<file path="src/rtl/div_cfg_ctrl.sv">
// Configuration sequencer for a counter-based clock divider. Ratio changes and stops
// are applied only on the falling edge of clk_div, so no runt phase is ever produced.
module div_cfg_ctrl #(
  parameter int unsigned CW = 16
) (
  input  logic          clk_i,
  input  logic          rst_ni,
  input  logic          cfg_valid_i,
  output logic          cfg_ready_o,
  input  logic          cfg_enable_i,
  input  logic [CW-1:0] cfg_half_i,
  output logic          clk_div_o,
  output logic          div_active_o,
  output logic          rise_pulse_o,
  output logic          fall_pulse_o,
  output logic          cfg_err_o
);

  typedef enum logic [1:0] {StIdle, StRun, StPend} state_e;

  localparam logic [CW-1:0] CntOne = CW'(1);

  state_e        state_q, state_d;
  logic [CW-1:0] cnt_q, cnt_d;
  logic [CW-1:0] half_q, half_d;
  logic [CW-1:0] sh_half_q, sh_half_d;
  logic          sh_en_q, sh_en_d;
  logic          clk_div_q, clk_div_d;
  logic          rise_q, rise_d;
  logic          fall_q, fall_d;
  logic          err_q, err_d;

  logic accept, illegal, toggle;

  assign cfg_ready_o  = rst_ni && (state_q != StPend);
  assign div_active_o = (state_q != StIdle);
  assign clk_div_o    = clk_div_q;
  assign rise_pulse_o = rise_q;
  assign fall_pulse_o = fall_q;
  assign cfg_err_o    = err_q;

  assign accept  = cfg_valid_i && cfg_ready_o;
  assign illegal = accept && cfg_enable_i && (cfg_half_i == '0);
  // half_q is never zero while counting, so H-1 cannot underflow.
  assign toggle  = (cnt_q == half_q - CntOne);

  always_comb begin
    state_d   = state_q;
    cnt_d     = cnt_q;
    half_d    = half_q;
    sh_half_d = sh_half_q;
    sh_en_d   = sh_en_q;
    clk_div_d = clk_div_q;
    rise_d    = 1'b0;
    fall_d    = 1'b0;
    err_d     = illegal;

    unique case (state_q)
      StIdle: begin
        cnt_d     = '0;
        clk_div_d = 1'b0;
        if (accept && cfg_enable_i && !illegal) begin
          half_d  = cfg_half_i;
          state_d = StRun;
        end
      end
      StRun, StPend: begin
        if (toggle) begin
          cnt_d     = '0;
          clk_div_d = ~clk_div_q;
          rise_d    = ~clk_div_q;
          fall_d    = clk_div_q;
        end else begin
          cnt_d = cnt_q + CntOne;
        end
        if (state_q == StRun) begin
          if (accept && !illegal) begin
            sh_en_d   = cfg_enable_i;
            sh_half_d = cfg_half_i;
            state_d   = StPend;
          end
        end else if (toggle && clk_div_q) begin
          // Falling toggle: the shadow takes effect at the start of a fresh low phase.
          if (sh_en_q) begin
            half_d  = sh_half_q;
            state_d = StRun;
          end else begin
            state_d = StIdle;
          end
        end
      end
      default: state_d = StIdle;
    endcase
  end

  always_ff @(posedge clk_i) begin
    if (!rst_ni) begin
      state_q   <= StIdle;
      cnt_q     <= '0;
      half_q    <= '0;
      sh_half_q <= '0;
      sh_en_q   <= 1'b0;
      clk_div_q <= 1'b0;
      rise_q    <= 1'b0;
      fall_q    <= 1'b0;
      err_q     <= 1'b0;
    end else begin
      state_q   <= state_d;
      cnt_q     <= cnt_d;
      half_q    <= half_d;
      sh_half_q <= sh_half_d;
      sh_en_q   <= sh_en_d;
      clk_div_q <= clk_div_d;
      rise_q    <= rise_d;
      fall_q    <= fall_d;
      err_q     <= err_d;
    end
  end

endmodule
</file>
<file path="config.mk">
export PLATFORM = sky130hd
export DESIGN_NAME = div_cfg_ctrl
export DESIGN_NICKNAME = d
export VERILOG_FILES = /design/src/rtl/div_cfg_ctrl.sv
export SDC_FILE = /design/constraint.sdc
export NUM_CORES = 1
export LEC_CHECK = 0
export CORE_UTILIZATION = 59
export DETAILED_ROUTE_END_ITERATION = 8
export GPL_TIMING_DRIVEN = 0
export PLACE_DENSITY_LB_ADDON = 0.15
export SKIP_LAST_GASP = 1
export SLEW_MARGIN = 40
export SYNTH_ARGS = -nofsm -noshare
export SYNTH_HDL_FRONTEND = slang
export SYNTH_SLANG_ARGS = --single-unit
export TNS_END_PERCENT = 5
</file>
<file path="constraint.sdc">
create_clock -name clk_i -period 3.9 [get_ports clk_i]
set_input_delay 0.585 -clock clk_i [delete_from_list [all_inputs] [get_ports clk_i]]
set_output_delay 0.585 -clock clk_i [all_outputs]
set_load 0.02 [all_outputs]
</file>
==> impl_metrics.yaml <==
clock_network:
  ctsResizeCount: 0
  h-tree-depth: 2
  post_cts_buffers: 0
  cts_max_path_buffers: 2
  ctsHoldBuffers: 0
  cts-root-buf: "clkbuf_8"
  clkTransAtPathRegs_ns: 0.09
  cts_made_buffers: 5
  cts_sinks: 55
  clk_latency_ns: 0.32
  cts_tree: "done"
global_route:
  grt_first_pass_wirelength_mm: 15.2
  track_usage: 0.295
  grt_max_degree: 17
  grt_pass1_vias: 3250
  antenna_found_initial: 0
  grt_overflow: 0
synth:
  synth_area_per_cell_um2: 8.40
  ys.flop_type: "dfxtp_1"
  postSynthCellCount: 438
  ys_ff_latch: 55
  ys_types: 59
  yosysWarnings: 0
  ys_async_sr_fraction: 0
  synth.net_count: 464
  seq_area_frac_synth: 0.299
  syn_area_um2: 3680
  synth_edf_count: 0
place:
  dp.cells: 538
  hpwl_mm: 7.03
  gp_congestion: 0.881
  io_buffers: 25
pwr:
  internal_power_mw: 1.65
  p_sw_frac: 0.458
  power.total_mw: 3.04
  power.density_nw_per_um2: 732
  comb_power_share: 0.614
  p_seq_frac: 0.241
  p_leak_nw: 1.64
  vdd_drop_max_mv: 0.575
  clkPwrFrac: 0.145
  power_switching_mw: 1.39
finish:
  final_common_cell: "dfxtp_1"
  syn2layout_area_growth_pct: 13.0
  drive_gt1_frac: 0.0828
  final_cell_mix: "55 x dfxtp_1, 35 x nand2_1, 35 x mux2i_1"
  final_util: 0.698
  final_cells: 546
  diodes: 0
  final_net_count: 496
critical_path:
  path_cells: "clkbuf_1, inv_1, ha_1, nor4b_2, and4_1, a211oi_1, a211oi_2, o2111ai_2, nor2_1, buf_4, o211ai_2"
  cp_slowest_stage_delay_ns: 0.66
  cp_data_required_time_ns: 4.08
  critPathCaptureType: "flop"
  critPathArrivalTime_ns: 3.75
  critPathBufInv: 3
  critPathLaunch: "half_q[0]"
  crit_path_max_fanout: 10
  r2r-start: "half_q[0]"
  critPathKind: "reg -> reg"
  cp-start-kind: "flop"
  path_delay_family: "simple AND/OR/NAND/NOR gates"
  cpMaxStageDelayCell: "nor4b_2"
die:
  rows: 28
  die_x_um: 81.0
  core_area_um2: 5960
  die_h_um: 81.0
  io_pins: 26
  start_util: 0.618
  die_area_um2: 6550
drt:
  drtIter0Drc: 270
  via_per_inst: 6.27
  vias: 3424
  drcViolationCount: 0
  detail_route.first_pass.iterations: 4
  routedWlPerCell_um: 16.6
  routed_wl_mm: 9.07
  drtAntennaViolNets: 0
sta:
  setup_viol: 0
  slew_viol_final: 0
  period_share: 0.915
  relSlewSlack: 0.506
  worst_pin_slew_ns: 0.739
  rsz0062_at_grt: "no"
  max_freq_mhz: 280
  fin_skew_ns: 0.0199
  hold_viol_final: 0
  period_needed_ns: 3.57
  tns_ns: 0
outcome:
  status: "complete, no violations"
min_path:
  min_path_type: "reg -> reg"
  min_from: "sh_half_q[2]"
run:
  maxCapViolations: 0
per-layer routing:
metal  track usage  part of all wire  vias to the layer above
met5             0                 0                        -
met4         0.118             0.026                        0
met3        0.0393             0.047                       19
met2         0.490              0.47                      115
met1         0.386              0.46                     1607
li1              -                 -                     1683
power by group through the flow:
stage               clock network [mW]  logic [mW]  registers (mW)
finish                           0.441        1.87           0.732
global route                     0.467        2.04           0.741
CTS                              0.446        1.84           0.728
detailed placement                   0        1.83           0.741
global placement                     0        1.78           0.735
floorplan                            0        1.44           0.719
final cells by class:
cell class	count	area (um^2)
multi-input cells	337	2370
fillers	522	1800
flip-flops and latches	55	1100
repair buffers	25	250
plain buffers	36	174
well taps	75	93.8
clock buffers	6	72.6
clock inverters	2	60.1
inverters	10	37.5
tightest hold or removal path, stage by stage, from the launching register on:
cell	delay, ns
dfxtp_1	0.34
mux2i_1	0.07
nor2_1	0.07
cells by family (layout without fill, tap and decap cells):
kind of cell,after synthesis,count (layout),share of synthesized area
and+or+nand+nor,184,184,0.281
buffers and inverters,46,79,0.0575
adders and majority gates,6,6,0.0204
AOI/OAI and AO/OA,81,81,0.173
muxes,35,35,0.0952
xor gates and xnor gates,31,31,0.0738
DFF,55,55,0.299
state kept, by name, summed over array words and instances (netlist names):
register      flops
cnt_q            16
clk_div_o         1
sh_en_q           1
fall_pulse_o      1
rise_pulse_o      1
sh_half_q        16
state_q           2
cfg_err_o         1
half_q           16
synthesized netlist by cell type (5+ instances only):
| cell type | n | share of area |
|---|---|---|
| xnor2_1 | 16 | 0.038 |
| o211ai_1 | 10 | 0.020 |
| nand3_1 | 14 | 0.019 |
| mux2i_1 | 35 | 0.095 |
| xor2_1 | 15 | 0.036 |
| clkbuf_1 | 25 | 0.026 |
| nand4_1 | 10 | 0.017 |
| or4_1 | 16 | 0.033 |
| nand2_1 | 35 | 0.036 |
| or3_1 | 5 | 0.0085 |
| dfxtp_1 | 55 | 0.30 |
| nor2_1 | 33 | 0.034 |
| a31oi_1 | 19 | 0.032 |
| inv_1 | 10 | 0.010 |
| a211oi_1 | 15 | 0.031 |
| o21ai_0 | 5 | 0.0068 |
| and3_1 | 21 | 0.036 |
| o211ai_2 | 9 | 0.031 |
| nor3_1 | 10 | 0.014 |
| nor4_1 | 7 | 0.012 |
| nor2b_1 | 6 | 0.010 |
| ha_1 | 6 | 0.020 |
final timing paths:
check	end	slack, ns	depth (start not counted)
setup / recovery	half_q[2]	0.33	11
hold / removal	sh_half_q[2]	0.51	2
setup reg to reg	half_q[2]	0.33	11
hold reg to reg	sh_half_q[2]	0.51	2
stage by stage:
step,hold slack (ns),instance area (um^2),worst slack (ns)
finish,0.508,4160,0.330
global route,0.546,4160,0.0979
CTS,0.510,4160,0.391
detailed placement,0.487,4020,0.275
global placement,0.474,4020,0.294
floorplan,0.463,3680,0.843
No activity file was read; power rests on OpenSTA's default activity.
==> edit 1 (same flow settings) <==
Add an input register stage for `cfg_valid_i`, `cfg_enable_i` and `cfg_half_i`, with the module's reset; this delays them by one clock.
--- a/src/rtl/div_cfg_ctrl.sv
+++ b/src/rtl/div_cfg_ctrl.sv
@@ -20,6 +20,22 @@
 
   localparam logic [CW-1:0] CntOne = CW'(1);
 
+  logic cfg_valid_q;
+  logic cfg_enable_q;
+  logic [CW-1:0] cfg_half_q;
+
+  always_ff @(posedge clk_i) begin
+    if (!rst_ni) begin
+      cfg_valid_q  <= '0;
+      cfg_enable_q <= '0;
+      cfg_half_q   <= '0;
+    end else begin
+      cfg_valid_q  <= cfg_valid_i;
+      cfg_enable_q <= cfg_enable_i;
+      cfg_half_q   <= cfg_half_i;
+    end
+  end
+
   state_e        state_q, state_d;
   logic [CW-1:0] cnt_q, cnt_d;
   logic [CW-1:0] half_q, half_d;
@@ -39,8 +55,8 @@
   assign fall_pulse_o = fall_q;
   assign cfg_err_o    = err_q;
 
-  assign accept  = cfg_valid_i && cfg_ready_o;
-  assign illegal = accept && cfg_enable_i && (cfg_half_i == '0);
+  assign accept  = cfg_valid_q && cfg_ready_o;
+  assign illegal = accept && cfg_enable_q && (cfg_half_q == '0);
   // half_q is never zero while counting, so H-1 cannot underflow.
   assign toggle  = (cnt_q == half_q - CntOne);
 
@@ -59,8 +75,8 @@
       StIdle: begin
         cnt_d     = '0;
         clk_div_d = 1'b0;
-        if (accept && cfg_enable_i && !illegal) begin
-          half_d  = cfg_half_i;
+        if (accept && cfg_enable_q && !illegal) begin
+          half_d  = cfg_half_q;
           state_d = StRun;
         end
       end
@@ -75,8 +91,8 @@
         end
         if (state_q == StRun) begin
           if (accept && !illegal) begin
-            sh_en_d   = cfg_enable_i;
-            sh_half_d = cfg_half_i;
+            sh_en_d   = cfg_enable_q;
+            sh_half_d = cfg_half_q;
             state_d   = StPend;
           end
         end else if (toggle && clk_div_q) begin
Function: changed (a bounded check fails within 4 cycles, from zero or initial values and one cycle with rst_ni low).
==> edit 1 against the original RTL <==
Clock power grew 44%. Cell area is 20% higher. Synthesized area grew 19%. Count of clock-buffer cells in the layout grew 3. Synthesized cell count is 20% higher. Worst setup slack gained 310 ps. Sequential cell count rose by 18. Sequential share of layout area rose by 2.9 points. Largest power group unchanged. Wire length up 15%. Maximum frequency increased by 9.5%. Power decreased by 10%. Via count increased by 16%. Non-clock buffer count is 8 higher.
==> edit 1: results (changes against the original RTL) <==
hold_ws_ps: 465  # was 508 ps
synth_area_leaders: "dfxtp_1 33%, mux2i_1 4.3%, nand3_1 4.2%, mux2_2 4.1%, nand2_1 4.0%"  # was dfxtp_1 30%, mux2i_1 9.5%, xnor2_1 3.8%, and3_1 3.6%, nand2_1 3.6%
clk_latency_ps: 350  # was 320 ps
place_area_um2: 4750  # was 4020 um^2
p_leak_nw: 2.02  # was 1.64 nW
peakVddDrop_v: 0.000345  # was 0.000575 V
vias: 3963  # was 3424
detail_route.first_pass.iterations: 5  # was 4
worstReg2RegEnd: "half_q[9]"  # was half_q[2]
synth_nets: 552  # was 464
grt_max_degree: 16  # was 17
routed_wirelength_um: 10400  # was 9070 um
cts_buffers: 9  # was 5
hpwlAfterDp_um: 7760  # was 7030 um
hold_end: "cfg_err_o"  # was sh_half_q[2]
drtIter0Drc: 208  # was 270
regToRegSetupSlack_ps: 640  # was 330 ps
synthCells: 526  # was 438
ys_top_cells_by_count: "73 x dfxtp_1, 47 x nand2_1, 39 x nor2_1, 37 x nand3_1, 27 x clkbuf_1"  # was 55 x dfxtp_1, 35 x mux2i_1, 35 x nand2_1, 33 x nor2_1, 25 x clkbuf_1
drive_gt1_frac: 0.125  # was 0.0828
globalRouteTotalUtil: 0.279  # was 0.295
status: "finished, final reports clean"  # unchanged
yosys.cell_types.count: 56  # was 59
layout.nets: 588  # was 496
place_inst: 650  # was 538
hp-start: "cfg_valid_q"  # was sh_half_q[2]
edit 1: cell count changes in the layout (fill, tap and decap cells not counted), sizes merged, moves of 14 or more:
| cell | change |
|---|---|
| a21oi | +14 |
| mux2 | +16 |
| o211ai | -18 |
| nand3 | +33 |
| or4 | -16 |
| dfxtp | +18 |
| a211o | +17 |
| and2 | +21 |
| mux2i | -16 |
| a211oi | -14 |
edit 1: power breakdown:
part	switching (mW)	leakage (nW)	internal, mW	total [mW]
Clock	0.327	0.103	0.309	0.636
Combinational	0.772	1.32	0.472	1.24
Sequential	0.0611	0.594	0.795	0.856
edit 1: worst max path at each step:
stage	from	endpoint	slack [ps]	cells after the start
after floorplan	half_q[0]	half_q[3]	1080	12
after global routing	half_q[1]	half_q[7]	440	12
after detailed placement	half_q[0]	half_q[7]	400	12
after global placement	half_q[0]	half_q[8]	570	12
after CTS	half_q[0]	half_q[11]	360	12
final	half_q[0]	half_q[9]	640	12
edit 1: cell families (layout without fill, tap and decap cells):
logic type	count (synthesis)	after routing	share of synthesized area
simple gates	238	238	0.297
flops	73	73	0.334
mux	35	35	0.0846
buf+inv	57	98	0.0631
compound gates	88	88	0.147
fa+ha+maj	6	6	0.0171
xor+xnor	29	29	0.0580
edit 1: area by class of cell:
| type | count | area (um^2) |
|---|---|---|
| buffer | 44 | 228 |
| clock buffer | 9 | 124 |
| clock inverter | 7 | 83.8 |
| fill | 617 | 2240 |
| inverter | 13 | 48.8 |
| multi-input combinational | 396 | 2660 |
| sequential | 73 | 1460 |
| tap | 99 | 124 |
| timing repair buffer | 25 | 250 |
edit 1: worst min-delay path, delay by kind of cell, from the launching register on:
family	cells	cell delay, ps
and+or+nand+nor	2	110
DFF	1	320
edit 1: per-layer routing:
metal  global-route usage  vias to the layer above  share of wire  routed length (um)
met5                    0                        -              0                   0
met4                0.101                        0          0.019                 196
met3               0.0405                       21          0.049                 510
met2                0.521                      148           0.51                5350
met1                0.323                     1835           0.42                4390
li1                     -                     1959              -                   -
edit 1: stage by stage:
| stage | power [mW] | worst slack, ps | utilization |
|---|---|---|---|
| after global routing | 2.89 | 436 | 0.690 |
| after floorplan | 1.77 | 1080 | - |
| after CTS | 2.71 | 365 | 0.688 |
| final | 2.74 | 640 | 0.690 |
| after global placement | 2.02 | 565 | 0.659 |
| after detailed placement | 2.06 | 401 | 0.659 |
==> edit 2 (config.mk and constraints unchanged) <==
Without the edit above. Set the parameter `CW` to 24 (it was 16).
--- a/src/rtl/div_cfg_ctrl.sv
+++ b/src/rtl/div_cfg_ctrl.sv
@@ -1,7 +1,7 @@
 // Configuration sequencer for a counter-based clock divider. Ratio changes and stops
 // are applied only on the falling edge of clk_div, so no runt phase is ever produced.
 module div_cfg_ctrl #(
-  parameter int unsigned CW = 16
+  parameter int unsigned CW = 24
 ) (
   input  logic          clk_i,
   input  logic          rst_ni,
Interface: changed (resized cfg_half_i); port bits go from 26 to 34. The function was not compared with the original's and may differ.
==> edit 2 against the original RTL <==
Worst setup slack got worse by 130 ps. Largest power group unchanged. Clock power rose by 45%. Power is 65% higher. Sequential cell count is 24 higher. Maximum frequency shrank 3.6%. Synthesized area is 49% higher. Wire length rose by 79%. Cell area increased by 49%.
==> edit 2: results (changes against the original RTL) <==
skew_ps: 16.6  # was 19.9 ps
synth_nets: 736  # was 464
synthFlopType: "dfxtp_1"  # unchanged
peakVddDrop_v: 0.000476  # was 0.000575 V
p_leak_nw: 2.54  # was 1.64 nW
yosysWarnings: 0  # unchanged
antenna_found_initial: 0  # unchanged
synth_area_leaders: "dfxtp_1 29%, mux2_2 7.8%, nand2_1 5.5%, mux2i_1 4.9%, nor2_1 4.8%"  # was dfxtp_1 30%, mux2i_1 9.5%, xnor2_1 3.8%, and3_1 3.6%, nand2_1 3.6%
wire_per_inst_um: 18.9  # was 16.6 um
clk-power_mw: 0.638  # was 0.441 mW
synth_fa_ha_area_frac: 0.0137  # was 0.0204
ys_top_cells_by_count: "81 x nand2_1, 79 x dfxtp_1, 70 x nor2_1, 52 x nand3_1, 39 x a31oi_1"  # was 55 x dfxtp_1, 35 x mux2i_1, 35 x nand2_1, 33 x nor2_1, 25 x clkbuf_1
crit_fanout: 10  # unchanged
cts_buffers: 9  # was 5
regToRegSetupSlack_ps: 200  # was 330 ps
grt_max_degree: 18  # was 17
vias: 5599  # was 3424
hpwlAfterDp_um: 12200  # was 7030 um
drive_gt1_frac: 0.129  # was 0.0828
cpMaxStageDelayCell: "or4b_4"  # was nor4b_2
slowest_delay_ps: 540  # was 660 ps
port_buffers: 32  # was 25
detail_route.first_pass.iterations: 5  # was 4
grt_pass1_vias: 5344  # was 3250
routabilityCongestion: 0.922  # was 0.881
ys_seq_area_frac: 0.288  # was 0.299
largest_registers: "cnt_q x24, half_q x24, sh_half_q x24"  # was cnt_q x16, half_q x16, sh_half_q x16
fmax_mhz: 270  # was 280 MHz
status: "finished, final reports clean"  # unchanged
stdcell_area_um2: 6170  # was 4160 um^2
pg_seq_mw: 1.11  # was 0.732 mW
worst_slew_pin_slew_ps: 728  # was 739 ps
clk_latency_ps: 380  # was 320 ps
power.internal_mw: 2.55  # was 1.65 mW
critPathTopFamily: "simple AND/OR/NAND/NOR gates"  # unchanged
instances_no_fill: 858  # was 546
globalRouteTotalUtil: 0.339  # was 0.295
syn_area_per_cell_um2: 7.81  # was 8.40 um^2
cts_root_buf: "clkbuf_8"  # unchanged
antenna_cells: 0  # unchanged
synth_compound_area_frac: 0.131  # was 0.173
cts.repair.resized: 0  # unchanged
drtIter0Drc: 314  # was 270
yosys.cell_types.count: 68  # was 59
worstPathArrival_ps: 4030  # was 3750 ps
p_comb_mw: 3.28  # was 1.87 mW
endpoint: "half_q[22]"  # was half_q[2]
path_clk_slew_ps: 110  # was 90 ps
post_cts_buffers: 0  # unchanged
htree_levels: 3  # was 2
place_area_um2: 5940  # was 4020 um^2
startpoint: "half_q[0]"  # unchanged
synthMuxAreaShare: 0.127  # was 0.0952
place_inst: 842  # was 538
synthXorXnorAreaFrac: 0.0463  # was 0.0738
layout.nets: 779  # was 496
synth_edf_count: 0  # unchanged
place_ws_ps: 191  # was 275 ps
hp-class: "register to register"  # unchanged
grt_pass1_wl_um: 26000  # was 15200 um
## edit 2: cell count changes after synthesis, sizes merged, moves of 12 or more
cell and delta:
o21ai +17, a31oi +20, mux2 +38, o211ai -17, a211oi -14, clkbuf +12, nor2 +37, nand4 +12
nand2 +46, dfxtp +24, nand3 +38, nor4 +19, or4 -13
## edit 2: logic make-up after synthesis
| logic type | Yosys count |
|---|---|
| muxes | 65 |
| adders and majority gates | 6 |
| DFF | 79 |
| buffers and inverters | 78 |
| AOI/OAI and AO/OA | 105 |
| and+or+nand+nor | 340 |
| xor gates and xnor gates | 29 |
## edit 2: area by class of cell
type	count	area, um^2
repair buffers	32	320
inverters	21	78.8
plain buffers	57	264
clock inverters	7	75.1
fillers	752	2680
multi-input cells	545	3590
flip-flops and latches	79	1580
well taps	108	135
clock buffers	9	124
## edit 2: worst reg2reg max path: cells and delay by family, from the launching register on
family          cells  cell delay [ps]
flops               1              410
compound gates      3              610
fa+ha+maj           1              270
simple gates        4             1680
mux                 1              350
buf+inv             2              350
## edit 2: metal layers
layer  vias up  part of all wire  global-route usage
li1       2668                 -                   -
met1      2626              0.41               0.405
met2       251              0.48               0.581
met3        54             0.063              0.0475
met4         0             0.047               0.200
met5         -                 0                   0
## edit 2: worst min-delay path by stage
stage / from / endpoint / slack [ps] / cells after the start
CTS: cnt_q[23] / cnt_q[23] / 510 / 2
floorplan: cnt_q[23] / cnt_q[23] / 450 / 2
detailed placement: sh_half_q[17] / sh_half_q[17] / 490 / 2
global placement: sh_half_q[6] / sh_half_q[6] / 470 / 2
finish: sh_half_q[1] / sh_half_q[1] / 500 / 2
global route: cnt_q[23] / cnt_q[23] / 520 / 2
